## config.mk

```make
export PLATFORM = sky130hd
export DESIGN_NAME = instr_fetch_flat
export DESIGN_NICKNAME = d
export VERILOG_FILES = /design/src/rtl/instr_fetch_if.sv /design/src/rtl/instr_fetch.sv /design/src/flat_wrapper.sv
export SDC_FILE = /design/constraint.sdc
export NUM_CORES = 1
export LEC_CHECK = 0
export BUFFER_PORTS_ARGS = -buffer_cell sky130_fd_sc_hd__buf_4
export CORE_ASPECT_RATIO = 2
export CORE_UTILIZATION = 27
export CTS_BUF_LIST = sky130_fd_sc_hd__clkbuf_4 sky130_fd_sc_hd__clkbuf_8
export DETAILED_ROUTE_END_ITERATION = 8
export PLACE_DENSITY_LB_ADDON = 0.08
export SYNTH_ARGS = -nofsm -noshare
export SYNTH_HDL_FRONTEND = slang
export SYNTH_SLANG_ARGS = --single-unit
```

## constraint.sdc

```tcl
create_clock -name clk -period 11.1 [get_ports clk]
set_input_delay 1.665 -clock clk [delete_from_list [all_inputs] [get_ports clk]]
set_output_delay 1.665 -clock clk [all_outputs]
set_load 0.01 [all_outputs]
```

## src/rtl/instr_fetch_if.sv

```systemverilog
// Bus between the X9 fetch stage and its surroundings: ROM word in, control
// and branch-LUT load port in, program counter and run status out.
interface instr_fetch_if #(
  parameter int PC_W    = 10,
  parameter int INSTR_W = 9,
  parameter int LUT_AW  = 4,
  parameter int CYC_W   = 16
);
  logic               start;
  logic [INSTR_W-1:0] instr_in;
  logic               stall;
  logic               branch_taken;
  logic [LUT_AW-1:0]  branch_idx;
  logic               lut_we;
  logic [LUT_AW-1:0]  lut_waddr;
  logic [PC_W-1:0]    lut_wdata;
  logic [PC_W-1:0]    pc;
  logic               instr_valid;
  logic               done;
  logic               err;
  logic [CYC_W-1:0]   cycles;

  // fetch stage side
  modport master (
    input  start, instr_in, stall, branch_taken, branch_idx,
           lut_we, lut_waddr, lut_wdata,
    output pc, instr_valid, done, err, cycles
  );

  // ROM / control / top-level side
  modport slave (
    output start, instr_in, stall, branch_taken, branch_idx,
           lut_we, lut_waddr, lut_wdata,
    input  pc, instr_valid, done, err, cycles
  );
endinterface

```

## src/rtl/instr_fetch.sv

```systemverilog
// X9 fetch stage: owns the program counter, resolves taken branches through a
// small target LUT, stops on the halt word and counts run cycles.
//
// state | meaning
// ------+-------------------------------------------------------------
// IDLE  | after reset; LUT may be loaded, waits for start
// RUN   | fetching; pc advances, holds, or branches every edge
// DONE  | halt seen; done high, LUT may be reloaded, start reruns
module instr_fetch #(
  parameter int                 PC_W       = 10,
  parameter int                 INSTR_W    = 9,
  parameter int                 LUT_AW     = 4,
  parameter logic [INSTR_W-1:0] HALT_INSTR = 9'h1FF,
  parameter int                 CYC_W      = 16
) (
  input logic         clk,
  input logic         reset,
  instr_fetch_if.master bus
);

  localparam int LUT_N = 2 ** LUT_AW;

  typedef enum logic [1:0] {
    S_IDLE = 2'd0,
    S_RUN  = 2'd1,
    S_DONE = 2'd2
  } state_t;

  state_t           state;
  logic [PC_W-1:0]  pc_q;
  logic             done_q;
  logic             err_q;
  logic [CYC_W-1:0] cyc_q;
  logic [PC_W-1:0]  lut [LUT_N];

  // carry out of the increment flags the wrap past the top of the ROM
  logic [PC_W:0] pc_inc;
  logic          is_halt;

  assign pc_inc  = {1'b0, pc_q} + (PC_W + 1)'(1);
  assign is_halt = (bus.instr_in == HALT_INSTR);

  // Sequencer, pc, status flags, cycle counter and branch LUT in one process
  always_ff @(posedge clk or posedge reset) begin
    if (reset) begin
      state  <= S_IDLE;
      pc_q   <= '0;
      done_q <= 1'b0;
      err_q  <= 1'b0;
      cyc_q  <= '0;
      for (int i = 0; i < LUT_N; i++) lut[i] <= '0;
    end else begin
      case (state)
        S_IDLE, S_DONE: begin
          // LUT is only writable while no fetch can read it
          if (bus.lut_we) lut[bus.lut_waddr] <= bus.lut_wdata;
          if (bus.start) begin
            state  <= S_RUN;
            pc_q   <= '0;
            done_q <= 1'b0;
            cyc_q  <= '0;
          end
        end
        S_RUN: begin
          if (cyc_q != '1) cyc_q <= cyc_q + CYC_W'(1);
          if (!bus.stall) begin
            if (is_halt) begin
              state  <= S_DONE;
              done_q <= 1'b1;
            end else if (bus.branch_taken) begin
              pc_q <= lut[bus.branch_idx];
            end else begin
              pc_q <= pc_inc[PC_W-1:0];
              if (pc_inc[PC_W]) err_q <= 1'b1;
            end
          end
        end
        default: state <= S_IDLE;
      endcase
    end
  end

  // Outputs; instr_valid must follow stall within the same cycle
  assign bus.pc          = pc_q;
  assign bus.done        = done_q;
  assign bus.err         = err_q;
  assign bus.cycles      = cyc_q;
  assign bus.instr_valid = (state == S_RUN) && !bus.stall;

endmodule

```

## src/flat_wrapper.sv

```systemverilog
// flat-port wrapper written by rule: the top's interface ports become plain ports
module instr_fetch_flat 
#(
  parameter int                 PC_W       = 10,
  parameter int                 INSTR_W    = 9,
  parameter int                 LUT_AW     = 4,
  parameter logic [INSTR_W-1:0] HALT_INSTR = 9'h1FF,
  parameter int                 CYC_W      = 16
)
  (clk, reset, bus_start, bus_instr_in, bus_stall, bus_branch_taken, bus_branch_idx, bus_lut_we, bus_lut_waddr, bus_lut_wdata, bus_pc, bus_instr_valid, bus_done, bus_err, bus_cycles);
  instr_fetch_if #(.PC_W(PC_W), .INSTR_W(INSTR_W), .LUT_AW(LUT_AW), .CYC_W(CYC_W)) bus_i ();
  input logic clk;
  input logic reset;
  input wire logic [$bits(bus_i.start)-1:0] bus_start;
  input wire logic [$bits(bus_i.instr_in)-1:0] bus_instr_in;
  input wire logic [$bits(bus_i.stall)-1:0] bus_stall;
  input wire logic [$bits(bus_i.branch_taken)-1:0] bus_branch_taken;
  input wire logic [$bits(bus_i.branch_idx)-1:0] bus_branch_idx;
  input wire logic [$bits(bus_i.lut_we)-1:0] bus_lut_we;
  input wire logic [$bits(bus_i.lut_waddr)-1:0] bus_lut_waddr;
  input wire logic [$bits(bus_i.lut_wdata)-1:0] bus_lut_wdata;
  output wire logic [$bits(bus_i.pc)-1:0] bus_pc;
  output wire logic [$bits(bus_i.instr_valid)-1:0] bus_instr_valid;
  output wire logic [$bits(bus_i.done)-1:0] bus_done;
  output wire logic [$bits(bus_i.err)-1:0] bus_err;
  output wire logic [$bits(bus_i.cycles)-1:0] bus_cycles;
  assign bus_i.start = bus_start;
  assign bus_i.instr_in = bus_instr_in;
  assign bus_i.stall = bus_stall;
  assign bus_i.branch_taken = bus_branch_taken;
  assign bus_i.branch_idx = bus_branch_idx;
  assign bus_i.lut_we = bus_lut_we;
  assign bus_i.lut_waddr = bus_lut_waddr;
  assign bus_i.lut_wdata = bus_lut_wdata;
  assign bus_pc = bus_i.pc;
  assign bus_instr_valid = bus_i.instr_valid;
  assign bus_done = bus_i.done;
  assign bus_err = bus_i.err;
  assign bus_cycles = bus_i.cycles;
  instr_fetch #(.PC_W(PC_W), .INSTR_W(INSTR_W), .LUT_AW(LUT_AW), .HALT_INSTR(HALT_INSTR), .CYC_W(CYC_W)) u_core (.clk(clk), .reset(reset), .bus(bus_i));
endmodule
```

# After elaboration in Yosys (flattened, before gate mapping)
# Index checks and enable logic that the tools add are counted.
[word_totals]
register_bits = 190
output_inout_bits = 29
wordCells = 74
[op_classes]
addsub = 2
order_cmp = 3
eq_ne = 9
n_mux = 22
n_bitwise = 5
n_reduce_logical = 12
[ops]
columns = ["cell", "count"]
rows = [
  ["160-bit bitwise mux", 1],
  ["10-bit two-way mux", 7],
  ["10-bit binary-select mux with 4-bit select", 1],
  ["10-bit demux with 4-bit select", 1],
  ["16-bit two-way mux", 2],
  ["16-bit case mux with 2 select lines", 1],
  ["10-bit case mux with 2 select lines", 1],
  ["16-bit by 1-bit adder with 16-bit output (second input constant)", 1],
  ["16-bit != test (second input constant)", 1],
  ["10-bit by 1-bit adder with 11-bit output (second input constant)", 1],
  ["5-bit greater-or-equal comparator (second input constant)", 2],
  ["4-bit NOT with 5-bit output", 2],
  ["9-bit == test (second input constant)", 1],
  ["4-bit AND reduction", 2],
  ["2-bit two-way mux", 3],
  ["2-bit != test (second input constant)", 3],
  ["3-bit AND reduction", 2],
  ["5-bit by 1-bit < comparator with 1-bit output (second input constant)", 1],
  ["5-bit AND reduction", 1],
  ["2-bit by 1-bit != test with 1-bit output (second input constant)", 2],
  ["2-bit case mux with 2 select lines", 1],
  ["1-bit two-way mux", 3],
  ["1-bit NOT", 3],
  ["2-bit by 1-bit == test with 1-bit output (second input constant)", 1],
  ["8 further kinds", 9],
]

# Depth between registers and ports, before layout
[depth]
depth_word = 8
depth_mapped = 7
ltp_nobuf = 6

# Least setup slack after synthesis
# No wires, ideal clock.
[synth_timing]
path_kind = "input -> output"
startpoint = "input port bus_stall"
endpoint = "output port bus_instr_valid"
arrival_ps = 2035
required_time_ps = 9435
path_slack_ps = 7400
path_stages = 1
cell_sequence = "nor3b_2"
[synth_via]
elab_chain_len = 2
[synth_lines]
columns = ["item", "line", "text"]
rows = [
  ["from (decl)", "flat_wrapper.sv:16", "input wire logic [$bits(bus_i.stall)-1:0] bus_stall;"],
  ["1-bit logical NOT", "-", ""],
  ["1-bit logical AND", "instr_fetch.sv:88", "assign bus.instr_valid = (state == S_RUN) && !bus.stall;"],
  ["to (decl)", "flat_wrapper.sv:23", "output wire logic [$bits(bus_i.instr_valid)-1:0] bus_instr_valid;"],
]
# No other way between the ends.

# Worst setup path after layout
# Ends and elaborated chain as after synthesis.

==> flow_summary.yaml <==
run_status:
  status: "finished, final reports clean"
synth:
  syn-num-nets: 679
  synth_flop_cell: "dfrtp_1"
  yosys-top-cells-area: "dfrtp_1, mux2_2, mux4_2"
  synth_commonest_cells: "dfrtp_1, mux2_2, mux4_2, nand2_1, nor2_1"
  synth.most_common_cell: "dfrtp_1"
  synthCells: 644
  synth_edf_count: 0
  synth_warnings: 0
  synth_seq_cells: 190
  post_synth_instance_area_um2: 8940
  synth_top_area_cell: "dfrtp_1"
  synth_top_area_share_pct: 53.2
  synth_cell_types: 49
  ys_seq_area_share_pct: 53.2
  synth_area_per_cell_um2: 13.9
  async_flop_share_pct: 100
global_route:
  grt_util_all_layers_pct: 16.6
  grt_pass1_vias: 6172
  antenna_found_initial: 1
  grt_max_degree: 127
  grt_pass1_wl_um: 39700
  grt_overflow: 0
cts:
  postCtsResizedCells: 0
  clock-sinks: 190
  cts.htree.levels: 4
  post-cts-setup-buffers: 0
  path_clk_slew_ps: 90
  clock_latency_ps: 490
  clk_path_buf_depth: 2
  cts-root-buf: "clkbuf_8"
  holdBufCountCts: 0
  cts_tree: "yes"
  cts-buffers-inserted: 17
sta:
  finalCritPeriodShare_pct: 36.2
  setup_viol: 0
  tightest_slew_ps: 1310
  rsz0062_at_grt: "false"
  fmax_mhz: 249
  skew_ps: 8.69
  min_period_ps: 4020
  drv_slew: 0
  setup_tns_ps: 0
  worst_slack_ps: 7080
  hold_viol: 0
  slew_headroom_pct: 12.6
drt:
  drt-total-wl_um: 26000
  avgViaCountPerCell: 5.00
  drt_iter0_drc: 264
  routedWlPerCell_um: 22.9
  drtAntennaViolNets: 0
  vias: 5682
  drc: 0
  dr.pass1.iters: 4
floorplanning:
  die_y_um: 259
  rows: 93
  initial_core_util_pct: 27.6
  die_w_um: 131
  core_area_um2: 32300
  ios: 62
  die_area_um2: 33900
job:
  max_cap_viol_count: 0
worst_setup_path:
  path_class: "in -> out"
  r2r-start: "u_core.state[0]"
  required_ps: 9440
  cp-startpoint: "bus_stall"
  endpoint_kind: "output pin"
  crit_path_start_kind: "input port"
  arrival_ps: 2350
  critPathMaxFanout: 6
  r2r_cells: 4
final_layout:
  fin_nets: 730
  drive_above_1_share_pct: 40.8
  syn2layout_area_growth_pct: 13.6
power_and_ir_drop:
  share_comb_of_total_power_pct: 18.9
  p_per_area_nw_per_um2: 158
  ir_drop_v: 0.0000735
  p_clk_share_pct: 26.7
  p_seq_share_pct: 54.5
  p_int_w: 0.00114
  p_sw_w: 0.000464
  power.leakage_nw: 4.68
  power.share.switching_pct: 29.0
placed_design:
  gp_congestion: 0.747
  place_hpwl_um: 17400
  pre_cts_slack_ps: 7040
  port_buffers: 61
min_path:
  hold_path_depth: 1
  holdCritStartpoint: "u_core.lut[63]"
  hold_class: "reg -> reg"
==> kinds of logic after synthesis <==
family,count (synthesis),synth area share [%]
AND/OR/NAND/NOR,131,7.72
AO/OA/AOI/OAI,66,4.90
multiplexers,208,31.0
adder cells (fa/ha/maj),2,0.280
flip-flops,190,53.2
XOR/XNOR,9,0.882
buffers and inverters,38,2.04
==> area by class of cell <==
type / instances / area [um2]
antenna: 1 / 2.50
clock buffer: 22 / 284
clock inverter: 10 / 66.3
fill: 3312 / 22200
inverter: 5 / 26.3
multi-input combinational: 416 / 4000
sequential: 190 / 4750
tap: 427 / 534
timing repair buffer: 65 / 488
==> flip-flops by register name (all words and copies together), names as in the netlist <==
register,flops
u_core.bus.pc,10
u_core.bus.cycles,16
u_core.bus.done,1
u_core.lut,160
u_core.state,2
u_core.bus.err,1
==> cell usage in the layout (no fill, tap or decap), drive strengths merged, types with 10 or more instances in the layout <==
master	n
dfrtp	190
nor2b	10
clkbuf	22
nor2	26
mux4	39
nand2	36
mux2	161
nand3	11
a21oi	13
a22oi	17
buf	65
o21ai	18
==> per-stage QoR <==
| stage | cell area [um2] | total power (W) | instances | utilization, % | hold WS, ps |
|---|---|---|---|---|---|
| after detailed placement | 9810 | 0.00120 | 1103 | 30.3 | 480 |
| after floorplan | 8940 | 0.00107 | 644 | - | 453 |
| after global placement | 9810 | 0.00118 | 1103 | 30.3 | 473 |
| after CTS | 10200 | 0.00163 | 1135 | 31.4 | 508 |
| final | 10200 | 0.00160 | 1136 | 31.4 | 501 |
| after global routing | 10200 | 0.00170 | 1136 | 31.4 | 522 |
==> power groups by stage <==
| stage | sequential (W) | combinational [W] | clock (W) |
|---|---|---|---|
| final | 0.000872 | 0.000302 | 0.000427 |
| after global routing | 0.000888 | 0.000337 | 0.000473 |
| after CTS | 0.000873 | 0.000310 | 0.000449 |
| after detailed placement | 0.000887 | 0.000309 | 0 |
| after global placement | 0.000880 | 0.000302 | 0 |
| after floorplan | 0.000869 | 0.000205 | 0 |
==> layer usage <==
metal | track usage, % | up-vias | share of wire [%] | routed length (um)
met5 | 0 | - | 0 | 0
met1 | 19.5 | 3010 | 41 | 10500
li1 | - | 2506 | - | -
met3 | 3.17 | 32 | 3.4 | 883
met4 | 6.55 | 0 | 2.7 | 714
met2 | 29.2 | 134 | 53 | 13800
==> path summary, 6_finish.rpt <==
check                             endpoint  slack, ps
min in group asynchronous  u_core.lut[144]       1360
max in group asynchronous  u_core.lut[116]       8260
min reg2reg                 u_core.lut[63]        500
min                         u_core.lut[63]        500
max reg2reg                 u_core.lut[12]       8370
max                        bus_instr_valid       7080
==> critical path: stages <==
cell and delay [ps]:
buf_4 110, nor3b_2 370, buf_4 200
Power figures use the tool's default switching activity.
